[src/rtl/ysyx_23060203_ifu_fetch_if.sv]
// IFU bus bundle: imem request/response channel plus the IFU->IDU handshake.
interface ysyx_23060203_ifu_fetch_if;
    logic        imem_req_valid;
    logic        imem_req_ready;
    logic [31:0] imem_req_addr;
    logic        imem_rsp_valid;
    logic [31:0] imem_rsp_data;
    logic        out_valid;
    logic        out_ready;
    logic [31:0] out_pc;
    logic [31:0] out_inst;

    modport master (
        output imem_req_valid,
        output imem_req_addr,
        input  imem_req_ready,
        input  imem_rsp_valid,
        input  imem_rsp_data,
        output out_valid,
        output out_pc,
        output out_inst,
        input  out_ready
    );

    modport slave (
        input  imem_req_valid,
        input  imem_req_addr,
        output imem_req_ready,
        output imem_rsp_valid,
        output imem_rsp_data,
        input  out_valid,
        input  out_pc,
        input  out_inst,
        output out_ready
    );
endinterface

[src/rtl/ysyx_23060203_ifu_fetch.sv]
// Pipelined instruction fetch with static JAL/backward-branch prediction.
// Define IFU_PERF_EN to add the fetch/stall/drop performance counters.
module ysyx_23060203_ifu_fetch #(
    parameter logic [31:0] RESET_PC = 32'h3000_0000,
    parameter int unsigned DEPTH    = 4
) (
    input  logic        clock,
    input  logic        reset,
    input  logic        flush,
    input  logic [31:0] flush_dnpc,
    input  logic        jump_flush,
    input  logic [31:0] jump_dnpc,
    ysyx_23060203_ifu_fetch_if.master bus
`ifdef IFU_PERF_EN
    ,
    output logic [31:0] perf_fetch_cnt,
    output logic [31:0] perf_stall_cnt,
    output logic [31:0] perf_drop_cnt
`endif
);
    localparam int AW = $clog2(DEPTH);
    localparam int CW = AW + 1;
    localparam logic [CW:0] LIMIT = (CW+1)'(DEPTH);

    typedef logic [AW-1:0] ptr_t;
    typedef logic [CW-1:0] cnt_t;

    logic [31:0] fetch_pc;
    logic [31:0] fifo_pc   [DEPTH];
    logic [31:0] fifo_inst [DEPTH];
    ptr_t        fifo_rd;
    ptr_t        fifo_wr;
    cnt_t        fifo_cnt;
    logic [31:0] pend_pc   [DEPTH];
    ptr_t        pend_rd;
    ptr_t        pend_wr;
    cnt_t        inflight;
    logic [15:0] drop_cnt;

    logic        redirect;
    logic        req_fire;
    logic        rsp_drop;
    logic        rsp_live;
    logic        rsp_take;
    logic        pop;
    logic        is_jal;
    logic        is_br_t;
    logic        predict;
    logic        kill;
    logic [CW:0] occ;
    cnt_t        inflight_after;
    logic [31:0] inst;
    logic [31:0] rsp_pc;
    logic [31:0] imm_j;
    logic [31:0] imm_b;
    logic [31:0] target;

    assign redirect = flush | jump_flush;
    assign occ      = {1'b0, fifo_cnt} + {1'b0, inflight};

    assign bus.imem_req_valid = ~reset & ~redirect & (occ < LIMIT);
    assign bus.imem_req_addr  = fetch_pc;

    assign req_fire = bus.imem_req_valid & bus.imem_req_ready;
    assign rsp_drop = bus.imem_rsp_valid & (drop_cnt != 16'd0);
    assign rsp_live = bus.imem_rsp_valid & (drop_cnt == 16'd0);
    // A live response in a redirect cycle is wrong-path: counted, never enqueued.
    assign rsp_take = rsp_live & ~redirect;

    assign inst    = bus.imem_rsp_data;
    assign rsp_pc  = pend_pc[pend_rd];
    assign imm_j   = {{12{inst[31]}}, inst[19:12], inst[20], inst[30:21], 1'b0};
    assign imm_b   = {{20{inst[31]}}, inst[7], inst[30:25], inst[11:8], 1'b0};
    assign is_jal  = inst[6:2] == 5'b11011;
    assign is_br_t = (inst[6:2] == 5'b11000) & inst[31];
    assign predict = rsp_take & (is_jal | is_br_t);
    assign target  = (rsp_pc + (is_jal ? imm_j : imm_b)) & ~32'h1;
    assign kill    = redirect | predict;

    assign inflight_after = inflight + cnt_t'(req_fire) - cnt_t'(rsp_live);

    assign bus.out_valid = ~reset & (fifo_cnt != '0) & ~redirect;
    assign bus.out_pc    = fifo_pc[fifo_rd];
    assign bus.out_inst  = fifo_inst[fifo_rd];
    assign pop           = bus.out_valid & bus.out_ready;

    always_ff @(posedge clock) begin
        if (reset) begin
            fetch_pc <= RESET_PC;
            fifo_rd  <= '0;
            fifo_wr  <= '0;
            fifo_cnt <= '0;
            pend_rd  <= '0;
            pend_wr  <= '0;
            inflight <= '0;
            drop_cnt <= '0;
        end else begin
            // Everything still outstanding on a killed path returns as a drop.
            drop_cnt <= drop_cnt - 16'(rsp_drop)
                      + (kill ? 16'(inflight_after) : 16'd0);

            if (flush)
                fetch_pc <= flush_dnpc & ~32'h1;
            else if (jump_flush)
                fetch_pc <= jump_dnpc & ~32'h1;
            else if (predict)
                fetch_pc <= target;
            else if (req_fire)
                fetch_pc <= fetch_pc + 32'd4;

            if (kill) begin
                pend_rd  <= '0;
                pend_wr  <= '0;
                inflight <= '0;
            end else begin
                if (req_fire) begin
                    pend_pc[pend_wr] <= fetch_pc;
                    pend_wr          <= pend_wr + ptr_t'(1);
                end
                if (rsp_live)
                    pend_rd <= pend_rd + ptr_t'(1);
                inflight <= inflight_after;
            end

            if (redirect) begin
                fifo_rd  <= '0;
                fifo_wr  <= '0;
                fifo_cnt <= '0;
            end else begin
                if (rsp_take) begin
                    fifo_pc[fifo_wr]   <= rsp_pc;
                    fifo_inst[fifo_wr] <= inst;
                    fifo_wr            <= fifo_wr + ptr_t'(1);
                end
                if (pop)
                    fifo_rd <= fifo_rd + ptr_t'(1);
                fifo_cnt <= fifo_cnt + cnt_t'(rsp_take) - cnt_t'(pop);
            end
        end
    end

`ifdef IFU_PERF_EN
    always_ff @(posedge clock) begin
        if (reset) begin
            perf_fetch_cnt <= '0;
            perf_stall_cnt <= '0;
            perf_drop_cnt  <= '0;
        end else begin
            perf_fetch_cnt <= perf_fetch_cnt + 32'(pop);
            perf_stall_cnt <= perf_stall_cnt
                            + 32'((fifo_cnt == '0) & ~redirect);
            perf_drop_cnt  <= perf_drop_cnt
                            + 32'(bus.imem_rsp_valid & ~rsp_take);
        end
    end
`endif
endmodule
[src/flat_wrapper.sv]
// flat-port wrapper written by rule: the top's interface ports become plain ports
module ysyx_23060203_ifu_fetch_flat 
#(
    parameter logic [31:0] RESET_PC = 32'h3000_0000,
    parameter int unsigned DEPTH    = 4
)
  (clock, reset, flush, flush_dnpc, jump_flush, jump_dnpc, bus_imem_req_valid, bus_imem_req_addr, bus_imem_req_ready, bus_imem_rsp_valid, bus_imem_rsp_data, bus_out_valid, bus_out_pc, bus_out_inst, bus_out_ready);
  ysyx_23060203_ifu_fetch_if bus_i ();
  input  logic clock;
  input  logic reset;
  input  logic flush;
  input  logic [31:0] flush_dnpc;
  input  logic jump_flush;
  input  logic [31:0] jump_dnpc;
  output wire logic [$bits(bus_i.imem_req_valid)-1:0] bus_imem_req_valid;
  output wire logic [$bits(bus_i.imem_req_addr)-1:0] bus_imem_req_addr;
  input wire logic [$bits(bus_i.imem_req_ready)-1:0] bus_imem_req_ready;
  input wire logic [$bits(bus_i.imem_rsp_valid)-1:0] bus_imem_rsp_valid;
  input wire logic [$bits(bus_i.imem_rsp_data)-1:0] bus_imem_rsp_data;
  output wire logic [$bits(bus_i.out_valid)-1:0] bus_out_valid;
  output wire logic [$bits(bus_i.out_pc)-1:0] bus_out_pc;
  output wire logic [$bits(bus_i.out_inst)-1:0] bus_out_inst;
  input wire logic [$bits(bus_i.out_ready)-1:0] bus_out_ready;
  assign bus_imem_req_valid = bus_i.imem_req_valid;
  assign bus_imem_req_addr = bus_i.imem_req_addr;
  assign bus_i.imem_req_ready = bus_imem_req_ready;
  assign bus_i.imem_rsp_valid = bus_imem_rsp_valid;
  assign bus_i.imem_rsp_data = bus_imem_rsp_data;
  assign bus_out_valid = bus_i.out_valid;
  assign bus_out_pc = bus_i.out_pc;
  assign bus_out_inst = bus_i.out_inst;
  assign bus_i.out_ready = bus_out_ready;
  ysyx_23060203_ifu_fetch #(.RESET_PC(RESET_PC), .DEPTH(DEPTH)) u_core (.clock(clock), .reset(reset), .flush(flush), .flush_dnpc(flush_dnpc), .jump_flush(jump_flush), .jump_dnpc(jump_dnpc), .bus(bus_i));
endmodule
[config.mk]
export PLATFORM = sky130hd
export DESIGN_NAME = ysyx_23060203_ifu_fetch_flat
export DESIGN_NICKNAME = d
export VERILOG_FILES = /design/src/rtl/ysyx_23060203_ifu_fetch_if.sv /design/src/rtl/ysyx_23060203_ifu_fetch.sv /design/src/flat_wrapper.sv
export SDC_FILE = /design/constraint.sdc
export NUM_CORES = 1
export LEC_CHECK = 0
export ABC_AREA = 1
export CAP_MARGIN = 0
export CORE_AREA = 4 4 182 272
export CTS_BUF_LIST = sky130_fd_sc_hd__clkbuf_4 sky130_fd_sc_hd__clkbuf_8
export CTS_CLUSTER_DIAMETER = 30
export DETAILED_ROUTE_END_ITERATION = 8
export DIE_AREA = 0 0 186 276
export PLACE_DENSITY = 0.73
export SLEW_MARGIN = 0
export SYNTH_ARGS = -nofsm -noshare
export SYNTH_HDL_FRONTEND = slang
export SYNTH_SLANG_ARGS = --single-unit
[constraint.sdc]
create_clock -name clock -period 4.3 [get_ports clock]
set_input_delay 0.645 -clock clock [delete_from_list [all_inputs] [get_ports clock]]
set_output_delay 0.645 -clock clock [all_outputs]
set_load 0.03 [all_outputs]
==> summary.md, run 1 <==
| Metric | Value |
|---|---|
| Outcome | `complete, no violations` |
| PortBufs | `196` |
| Routed Antenna Nets | `0` |
| Clock period minus final worst setup slack | `4.00 ns` |
| GP Congestion | `0.965` |
| Layout cell share with drive strength beyond 1 | `about 11%` |
| Sw Pwr | `0.00290 W` |
| Vias/cell | `5.43` |
| Total grt overflow | `0` |
| Die X | `186 um` |
| Synth Cell Area | `20900 sq um` |
| Global-route wire length before repair | `87400 um` |
| Worst Setup Start Kind | `register` |
| Flops & latches, synth | `roughly 440` |
| Register area | `between 10000 and 15000 sq um` |
| Design area | `~26000 sq um` |
| WL/cell | `18.8 um` |
| Fmax achieved | `250 MHz` |
| Hold path cells | `2` |
| Clk_lat worst skew | `0.63 ns` |
| CP dominant cell by count | `nand2_1` |
| Synth top area share | `53.9%` |
| Ys Warns | `0` |
| # fillers | `just over 4000` |
| Top FF cell, synth | `edfxtp_1` |
| Worst-Margin Slew | `0.941 ns` |
| Layout net count | `2542` |
| Crit. End Element | `register` |
| Total GRT Usage | `21.6%` |
| FF-to-FF setup slack | `between 0.3 and 0.4 ns` |
| Leak Pwr | `9.75 nW` |
| Critical hold path startpoint | `u_core.fifo_rd[1]$_SDFFE_PP0P_` |
| DIE AREA | `approximately 51000 sq um` |
| Footprint of the multi-input gates | `7410 sq um` |
| # Max-Cap Violations | `0` |
| Worst Reg-to-Reg Cells | `26` |
| Register area share after synthesis | `60.2%` |
| Root buffer cell | `clkbuf_8` |
| DRT Pass-1 Iters | `5` |
| TritonCTS clock tree | `built` |
| Pwr dens | `415 nW/um^2` |
| Initial core utilization | `between 40% and 50%` |
| Crit path buf inv count | `4` |
| Dpl cell area | `24000 sq um` |
| VDD IR max | `420 uV` |
| Core area | `47300 sq um` |
| Hold violation count in the final report | `0` |
| H-tree levels | `3` |
| Req. time, crit path | `4.82 ns` |
| Top-count cell post-synth | `edfxtp_1` |
| Max incr delay on CP | `0.37 ns` |
| Syn avg cell area | `10.0 sq um` |
| Area leader, netlist | `edfxtp_1` |
| CTS Buf Count | `78` |
| FF-to-FF Start | `u_core.drop_cnt[12]$_SDFF_PP0_` |
| Clock Skew | `0.0264 ns` |
| Pins Over Slew Limit | `0` |
| Area delta synth->final | `23.1%` |
| Synth async-reset ratio | `0%` |
| Number of remaining DRC errors | `0` |
| Row cnt | `98` |
| Sequential Power Share | `45.4%` |
| Synthesized instance count | `2094` |
| Pre-CTS WS | `-0.390 ns` |
| Commonest cells post-synth | `edfxtp_1, nand2_1, nor2_1, o21ai_0, inv_1` |
| CP top delay family | `adder cells` |
| Hold WS | `0.461 ns` |
| Period utilization | `93.0%` |
| Final core utilization | `54.5%` |
| Worst-case clock buffer depth | `3` |
| I/O pins | `201` |
| Min-delay worst type | `reg2reg` |
| Iteration-0 DRC Markers | `1064` |
| Clk slew on worst S/H paths | `0.06 ns` |
| Cell variety after synth | `52` |
| Setup_tns | `0 ns` |
| Crit Path Category | `reg2reg` |
| Worst slew margin | `37.1%` |
| Synth area leaders | `edfxtp_1, dfxtp_1, nand2_1` |
| Vias in the first global route | `16300` |
| Setup WS post-layout | `0.300 ns` |
| Largest net degree at the start of global routing | `127` |
| Comb pwr share | `~16%` |
| CP Data Arrival Time | `4.52 ns` |
| Final setup vio count | `0` |
| CP max stage cell | `fa_1` |
| Final WL | `57000 um` |
| Sink Count | `roughly 440` |
| Initial antenna violation count | `2` |
| Crit Reg-Reg Endpoint | `u_core.drop_cnt[11]$_SDFF_PP0_` |
| Critical path peak fanout | `5` |
| Height of the chip | `276 um` |
| Sw Share | `about 27%` |
| DP HPWL | `slightly above 40000 um` |
| Number of synthesized flops with an enable pin | `between 300 and 400` |
| Routed vias | `16500` |
| P_int | `just under 0.008 W` |
| Clk pwr share | `38.7%` |
-- final cells by class --
cell class	instances	area share, %
sequential	441	48.9
multi-input combinational	1396	28.7
timing repair buffer	276	10.4
clock buffer	90	4.59
tap	600	2.91
inverter	173	2.55
clock inverter	51	1.94
antenna	2	0.0194
-- metal layers --
metal	vias up	GRT usage [%]	routed length (um)
met1	7857	25.6	22000
met2	601	38.6	29600
met3	108	3.74	3450
met4	0	8.58	1920
met5	-	0	0
li1	7889	-	-
-- how the worst max path moves through the flow --
| stage | endpoint | cells after the start | slack (ns) | startpoint |
|---|---|---|---|---|
| after floorplan | u_core.fifo_inst[0][0]$_DFFE_PP_ | 6 | -0.03 | jump_flush |
| after global placement | u_core.drop_cnt[14]$_SDFF_PP0_ | 24 | -0.31 | flush |
| after detailed placement | u_core.drop_cnt[14]$_SDFF_PP0_ | 24 | -0.39 | flush |
| after CTS | u_core.drop_cnt[14]$_SDFF_PP0_ | 24 | 0.08 | u_core.drop_cnt[7]$_SDFF_PP0_ |
| after global routing | u_core.drop_cnt[11]$_SDFF_PP0_ | 26 | -0.005 | u_core.drop_cnt[8]$_SDFF_PP0_ |
| final | u_core.drop_cnt[11]$_SDFF_PP0_ | 26 | 0.30 | u_core.drop_cnt[12]$_SDFF_PP0_ |
-- registers in the layout (all words and copies together), names as in the netlist, named ones only --
| name | cells |
|---|---|
| u_core.fifo_pc | 124 |
| u_core.inflight | 3 |
| u_core.fifo_wr | 2 |
| u_core.pend_rd | 2 |
| u_core.pend_wr | 2 |
| u_core.drop_cnt | 16 |
| u_core.fifo_cnt | 3 |
| u_core.fifo_rd | 2 |
| u_core.fifo_inst | 128 |
| u_core.bus.imem_req_addr | 31 |
| u_core.pend_pc | 124 |
-- stage by stage --
| step | total power (W) | instances |
|---|---|---|
| floorplan | 0.00596 | 2095 |
| global placement | 0.00654 | 2885 |
| detailed placement | 0.00658 | 2885 |
| CTS | 0.0107 | 3026 |
| global route | 0.0112 | 3029 |
| finish | 0.0107 | 3029 |
-- tightest hold or removal path: cells and delay by family, from the launching register on --
family / cells / cell delay, ns
compound gates: 1 / 0.07
flops: 1 / 0.29
buf+inv: 1 / 0.06
-- kinds of logic after synthesis --
logic type	Yosys count	synth area share, %
AND/OR/NAND/NOR	794	15.8
multiplexers	5	0.269
AO/OA/AOI/OAI	488	12.9
other	1	0.0179
flip-flops	441	60.2
adder cells (fa/ha/maj)	73	4.51
XOR/XNOR	34	1.42
buffers and inverters	258	4.89
-- placed cells by master (no fill, tap or decap), types with 8 or more instances in the layout --
cell               n
inv_1            167
nand3_1           69
nand3b_1          11
ha_1              67
edfxtp_1         376
nor2_4             8
buf_12             9
clkbuf_8          81
bufinv_16          8
nand4_1           17
o22ai_1          117
clkinv_2          17
clkinv_1          14
xor2_1            22
o21ai_1            9
nand2_1          326
nor3_1            22
a21oi_1           95
dfxtp_1           63
nor2_1           302
o21bai_1          15
clkdlybuf4s50_1  196
buf_4             71
nor2_2            16
o21ai_0          226
clkbuf_4           9
xnor2_1           12
-- power by group through the flow --
stage	clock network (W)	logic [W]	registers, W
after floorplan	0	0.00102	0.00494
after global placement	0	0.00161	0.00493
after detailed placement	0	0.00164	0.00494
after CTS	0.00421	0.00165	0.00485
after global routing	0.00441	0.00193	0.00486
final	0.00413	0.00171	0.00485
-- repair_timing --
action | CTS | global route
endpoints found under the setup margin | 0 | 8
hold buffers | 0 | 0
gates resized for setup | 0 | 11
endpoints found under the hold margin | 0 | 0
buffers inserted | 0 | 1
Power figures use the tool's default switching activity.
==> run 2: changes to the inputs <==
--- a/config.mk
+++ b/config.mk
@@ -10,9 +10,11 @@
 export CORE_AREA = 4 4 182 272
 export CTS_BUF_LIST = sky130_fd_sc_hd__clkbuf_4 sky130_fd_sc_hd__clkbuf_8
 export CTS_CLUSTER_DIAMETER = 30
+export CTS_CLUSTER_SIZE = 12
 export DETAILED_ROUTE_END_ITERATION = 8
 export DIE_AREA = 0 0 186 276
 export PLACE_DENSITY = 0.73
+export RECOVER_POWER = 25
 export SLEW_MARGIN = 0
 export SYNTH_ARGS = -nofsm -noshare
 export SYNTH_HDL_FRONTEND = slang
==> summary.md, run 2 (synthesis results as in run 1) <==
| Metric | Value |
|---|---|
| Outcome | `complete, no violations` |
| Final WL | `approximately 57000 um` |
| PortBufs | `around 200` |
| # Max-Cap Violations | `0` |
| Global-route wire length before repair | `roughly 87000 um` |
| Clock Skew | `0.0232 ns` |
| CTS Hold Buffers Added | `0` |
| Pins Over Slew Limit | `0` |
| Hold violation count in the final report | `0` |
| DIE AREA | `around 51000 sq um` |
| Sink Count | `around 440` |
| I/O pins | `201` |
| Row cnt | `98` |
| Critical path peak fanout | `5` |
| Pre-CTS WS | `-0.390 ns` |
| Routed vias | `between 15000 and 20000` |
| Number of remaining DRC errors | `0` |
| FF-to-FF setup slack | `0.32 ns` |
| DP HPWL | `40300 um` |
| Die X | `186 um` |
| DRT Pass-1 Iters | `5` |
| Dpl cell area | `24000 sq um` |
| Setup WS post-layout | `0.318 ns` |
| Worst-Margin Slew | `0.949 ns` |
| Final setup vio count | `0` |
| CP Data Arrival Time | `4.50 ns` |
| Largest net degree at the start of global routing | `~130` |
| Design area | `25800 sq um` |
| Worst-case clock buffer depth | `3` |
| Period utilization | `92.6%` |
| Crit Path Category | `reg2reg` |
| Req. time, crit path | `4.82 ns` |
| Fmax achieved | `251 MHz` |
| CTS Buf Count | `73` |
| Iteration-0 DRC Markers | `1033` |
| GP Congestion | `roughly 0.97` |
| TritonCTS clock tree | `built` |
| Register area | `12600 sq um` |
| Crit. Startpoint | `u_core.drop_cnt[12]$_SDFF_PP0_` |
| Total grt overflow | `0` |
| Clk slew on worst S/H paths | `0.06 ns` |
| # fillers | `4101` |
| H-tree levels | `3` |
| Clk_lat worst skew | `0.64 ns` |
| WL/cell | `18.8 um` |
| Area delta synth->final | `23.2%` |
| Layout net count | `2537` |
| Crit Reg-Reg Endpoint | `u_core.drop_cnt[11]$_SDFF_PP0_` |
| Initial core utilization | `44.2%` |
| Core area | `47300 sq um` |
| Commonest non-fill, non-tap cell in the layout | `edfxtp_1` |
| DP Cell Count | `around 2900` |
| Final core utilization | `a little over half` |
| Worst Reg-to-Reg Cells | `26` |
| Worst Setup Start Kind | `register` |
| Initial antenna violation count | `3` |
| Routed Antenna Nets | `0` |
| Max reg flops | `between 100 and 150` |
| Crit. End Element | `register` |
| Layout cell share with drive strength beyond 1 | `10.9%` |
| Worst slew margin | `36.6%` |
| Height of the chip | `276 um` |
| Clock period minus final worst setup slack | `3.98 ns` |
| Non-filler instance count after layout | `3021` |
| VDD IR max | `409 uV` |
| FF-to-FF Start | `u_core.drop_cnt[12]$_SDFF_PP0_` |
| Leak Pwr | `around 9.7 nW` |
| Most frequent cells in the layout | `edfxtp_1, nand2_1, nor2_1` |
| Root buffer cell | `clkbuf_8` |
| Pwr dens | `418 nW/um^2` |
| Regs by FF count | `u_core.fifo_inst (128), u_core.fifo_pc (124), u_core.pend_pc (124)` |
| Vias in the first global route | `16400` |
| CP Capture Point | `u_core.drop_cnt[11]$_SDFF_PP0_` |
| Top reg by flops | `u_core.fifo_inst` |
| Total GRT Usage | `21.6%` |
| Vias/cell | `5.45` |
| Footprint of the multi-input gates | `7410 sq um` |
| Min-delay worst type | `reg2reg` |
run 2: power by group:
part,switching (W),total (W),internal [W]
Combinational,0.00101,0.00170,0.000690
Clock,0.00185,0.00423,0.00237
Sequential,0.000115,0.00485,0.00473
Total,0.00297,0.0108,0.00780
run 2: how the worst min path moves through the flow:
stage	slack, ns	cells past startpoint	start	endpoint
floorplan	0.44	2	u_core.fifo_rd[1]$_SDFFE_PP0P_	register
global placement	0.44	2	u_core.fifo_rd[1]$_SDFFE_PP0P_	register
detailed placement	0.45	2	u_core.fifo_rd[1]$_SDFFE_PP0P_	register
CTS	0.46	2	u_core.fifo_rd[1]$_SDFFE_PP0P_	register
global route	0.48	2	u_core.fifo_rd[1]$_SDFFE_PP0P_	register
finish	0.46	2	u_core.fifo_rd[1]$_SDFFE_PP0P_	register
run 2: final cells by class:
class / instances / share of cell area [%]
Clock inverter: 54 / 2.54
Sequential cell: 441 / 48.9
Timing Repair Buffer: 276 / 10.3
Clock buffer: 79 / 4.12
Tap cell: 600 / 2.91
Multi-Input combinational cell: 1396 / 28.7
Inverter: 173 / 2.55
Antenna cell: 2 / 0.0194
run 2: per-layer routing:
layer	up-vias	track usage (%)	routed length, um
li1	7881	-	-
met1	7811	24.9	21400
met3	136	4.20	3710
met2	635	37.9	29000
met5	-	0	16
met4	2	10.6	2560
run 2: repair_timing:
action | CTS | global route
gates resized for setup | 0 | 11
endpoints found under the setup margin | 0 | 8
buffers inserted | 0 | 1
endpoints found under the hold margin | 0 | 0
run 2: stage by stage:
step | TNS [ns] | total power (W) | hold WS (ns)
floorplan | -6.63 | 0.00596 | 0.436
global placement | -1.43 | 0.00654 | 0.442
detailed placement | -2.39 | 0.00658 | 0.453
CTS | 0 | 0.0108 | 0.463
global route | -0.00388 | 0.0113 | 0.482
finish | 0 | 0.0108 | 0.462
run 2: worst max-delay path: stages (launching register included):
cell	delay (ns)
dfxtp_1	0.31
inv_1	0.09
ha_1	0.19
nand2_1	0.07
nor2_2	0.14
nand2_1	0.10
nor2_4	0.10
ha_1	0.24
inv_1	0.06
ha_1	0.13
inv_1	0.05
fa_1	0.37
xor2_1	0.17
xor2_1	0.21
nand2_1	0.08
ha_1	0.28
inv_1	0.06
ha_4	0.28
nand3_1	0.10
a21oi_2	0.17
nor2_1	0.07
o21ai_2	0.14
a21boi_1	0.10
o21ai_1	0.19
nand2_1	0.07
nand2_1	0.06
nor2_1	0.04
==> run 3: changes to the inputs <==
--- a/config.mk
+++ b/config.mk
@@ -7,12 +7,12 @@
 export LEC_CHECK = 0
 export ABC_AREA = 1
 export CAP_MARGIN = 0
-export CORE_AREA = 4 4 182 272
+export CORE_AREA = 2 2 180 270
 export CTS_BUF_LIST = sky130_fd_sc_hd__clkbuf_4 sky130_fd_sc_hd__clkbuf_8
 export CTS_CLUSTER_DIAMETER = 30
 export CTS_CLUSTER_SIZE = 12
 export DETAILED_ROUTE_END_ITERATION = 8
-export DIE_AREA = 0 0 186 276
+export DIE_AREA = 0 0 182 272
 export PLACE_DENSITY = 0.73
 export RECOVER_POWER = 25
 export SLEW_MARGIN = 0
==> constraint.sdc (replaced) <==
create_clock -name clock -period 3.5 [get_ports clock]
set_input_delay 0.525 -clock clock [delete_from_list [all_inputs] [get_ports clock]]
set_output_delay 0.525 -clock clock [all_outputs]
set_load 0.03 [all_outputs]
==> summary.md, run 3 (synthesis results as in run 1) <==
| Metric | Value |
|---|---|
| Clk pwr share | `32.5%` |
| Layout cell share with drive strength beyond 1 | `21.4%` |
| PortBufs | `196` |
| Final setup vio count | `14` |
| Die X | `between 150 and 200 um` |
| VDD IR max | `roughly 700 uV` |
| Layout net count | `2696` |
| GP Congestion | `0.910` |
| Routed Antenna Nets | `0` |
| Crit Path Category | `reg2reg` |
| Clock period minus final worst setup slack | `3.93 ns` |
| # Max-Cap Violations | `0` |
| Comb pwr share | `24.9%` |
| P_int | `roughly 0.0099 W` |
| WL/cell | `19.1 um` |
| Req. time, crit path | `4.06 ns` |
| Initial antenna violation count | `1` |
| Total GRT Usage | `23.8%` |
| Worst-case clock buffer depth | `3` |
| Pins Over Slew Limit | `0` |
| Max reg flops | `128` |
| CTS Hold Buffers Added | `0` |
| Sink Count | `approximately 440` |
| Global-route wire length before repair | `approximately 90000 um` |
| Clock Skew | `between 0.03 and 0.04 ns` |
| Final WL | `60600 um` |
| Worst-Margin Slew | `1.01 ns` |
| RSZ-0062 raised after global routing | `yes` |
| Height of the chip | `approximately 270 um` |
| Pwr dens | `slightly above 500 nW/um^2` |
| Leak Pwr | `10.7 nW` |
| Register area | `12600 sq um` |
| Critical path peak fanout | `3` |
| Setup WS post-layout | `-0.429 ns` |
| Top reg by flops | `u_core.fifo_inst` |
| Sequential Power Share | `42.6%` |
| Outcome | `finished, violations left` |
| Initial core utilization | `44.2%` |
| Crit. End Element | `register` |
| Root buffer cell | `clkbuf_8` |
| H-tree levels | `3` |
| Row cnt | `slightly below 100` |
| I/O pins | `201` |
| Hold violation count in the final report | `0` |
| Worst Setup Start Kind | `register` |
| Vias in the first global route | `between 15000 and 20000` |
| Final core utilization | `58.6%` |
| Total grt overflow | `0` |
| Largest net degree at the start of global routing | `103` |
| DRT Pass-1 Iters | `6` |
| DIE AREA | `between 40000 and 50000 sq um` |
| Most frequent cells in the layout | `edfxtp_1, nand2_1, nor2_1` |
| # fillers | `3854` |
| DP HPWL | `approximately 42000 um` |
| CP Data Arrival Time | `4.49 ns` |
| Vias/cell | `5.45` |
| Core area | `roughly 47000 sq um` |
| CTS Buf Count | `66` |
| Fmax achieved | `255 MHz` |
| TritonCTS clock tree | `built` |
| Sw Share | `slightly below 30%` |
| Footprint of the multi-input gates | `between 7000 and 8000 sq um` |
| Iteration-0 DRC Markers | `roughly 1500` |
| Worst slew margin | `32.7%` |
| Hold WS | `~0.34 ns` |
| Area delta synth->final | `32.4%` |
| FF-to-FF setup slack | `-0.43 ns` |
| Clk slew on worst S/H paths | `~0.070 ns` |
| Period utilization | `112%` |
| Min-delay worst type | `in2reg` |
| Commonest non-fill, non-tap cell in the layout | `edfxtp_1` |
| Clk_lat worst skew | `approximately 0.64 ns` |
| Regs by FF count | `u_core.fifo_inst (128), u_core.fifo_pc (124), u_core.pend_pc (124)` |
| Number of remaining DRC errors | `0` |
| Routed vias | `17300` |
| Sw Pwr | `0.00415 W` |
| Failing checks | `setup timing` |
run 3: area by class of cell:
cell class,instances,share of cell area [%]
Tap cell,600,2.71
Inverter,173,2.43
Clock inverter,44,1.67
Antenna cell,1,0.00903
Clock buffer,76,3.57
Sequential cell,441,45.5
Timing Repair Buffer,441,16.0
Multi-Input combinational cell,1397,28.1
run 3: what timing repair did:
action                     in CTS  in global routing
resized for setup              66                 45
setup endpoints to repair      14                 54
setup buffers                  62                 17
cloned                          0                  1
pin swaps                      38                 39
run 3: metal layers:
metal / vias up / routed length [um] / GRT usage, %
met5: - / 0 / 0
met4: 0 / 2210 / 9.74
met1: 8308 / 23300 / 28.0
met3: 128 / 3360 / 3.20
met2: 676 / 31700 / 43.7
li1: 8187 / - / -
run 3: path summary, 6_finish.rpt:
path,startpoint,endpoint,cells past startpoint
setup / recovery,u_core.drop_cnt[4]$_SDFF_PP0_,u_core.drop_cnt[9]$_SDFF_PP0_,25
hold / removal,bus_imem_rsp_data[4],u_core.fifo_inst[2][4]$_DFFE_PP_,1
setup reg to reg,u_core.drop_cnt[4]$_SDFF_PP0_,u_core.drop_cnt[9]$_SDFF_PP0_,25
hold reg to reg,u_core.fifo_rd[1]$_SDFFE_PP0P_,u_core.fifo_rd[1]$_SDFFE_PP0P_,2
run 3: power groups by stage:
stage	Sequential (W)	Combinational [W]	Clock [W]
6_report	0.00597	0.00349	0.00455
5_1_grt	0.00597	0.00376	0.00482
4_1_cts	0.00596	0.00299	0.00462
3_5_place_dp	0.00605	0.00249	0
3_3_place_gp	0.00604	0.00242	0
2_1_floorplan	0.00607	0.00137	0
run 3: per-stage QoR:
| stage | area (sq um) | cells | TNS, ns | setup WS, ns | total power [W] |
|---|---|---|---|---|---|
| final | 27700 | 3173 | -3.53 | -0.429 | 0.0140 |
| after global routing | 27700 | 3173 | -5.81 | -0.660 | 0.0145 |
| after CTS | 27500 | 3162 | -1.90 | -0.289 | 0.0136 |
| after detailed placement | 25400 | 2980 | -20.03 | -0.850 | 0.00854 |
| after global placement | 25400 | 2980 | -18.23 | -0.790 | 0.00847 |
| after floorplan | 21100 | 2095 | -173.25 | -0.675 | 0.00745 |
run 3: worst max-delay path, stage by stage (launching register included):
cell and delay, ns:
dfxtp_2 0.33, inv_2 0.07, ha_4 0.14, nand2_4 0.07, nor2_4 0.14, nand2_2 0.08
nor2_4 0.13, ha_4 0.22, inv_4 0.05, ha_4 0.11, inv_2 0.03, fa_2 0.34
xor2_2 0.15, xor2_1 0.23, nand2_1 0.09, ha_1 0.29, inv_2 0.05, ha_4 0.26
a21oi_4 0.20, a21oi_4 0.08, nor2_2 0.17, o21ai_2 0.11, a21boi_2 0.17, buf_4 0.14
o21ai_1 0.05, a21oi_1 0.13
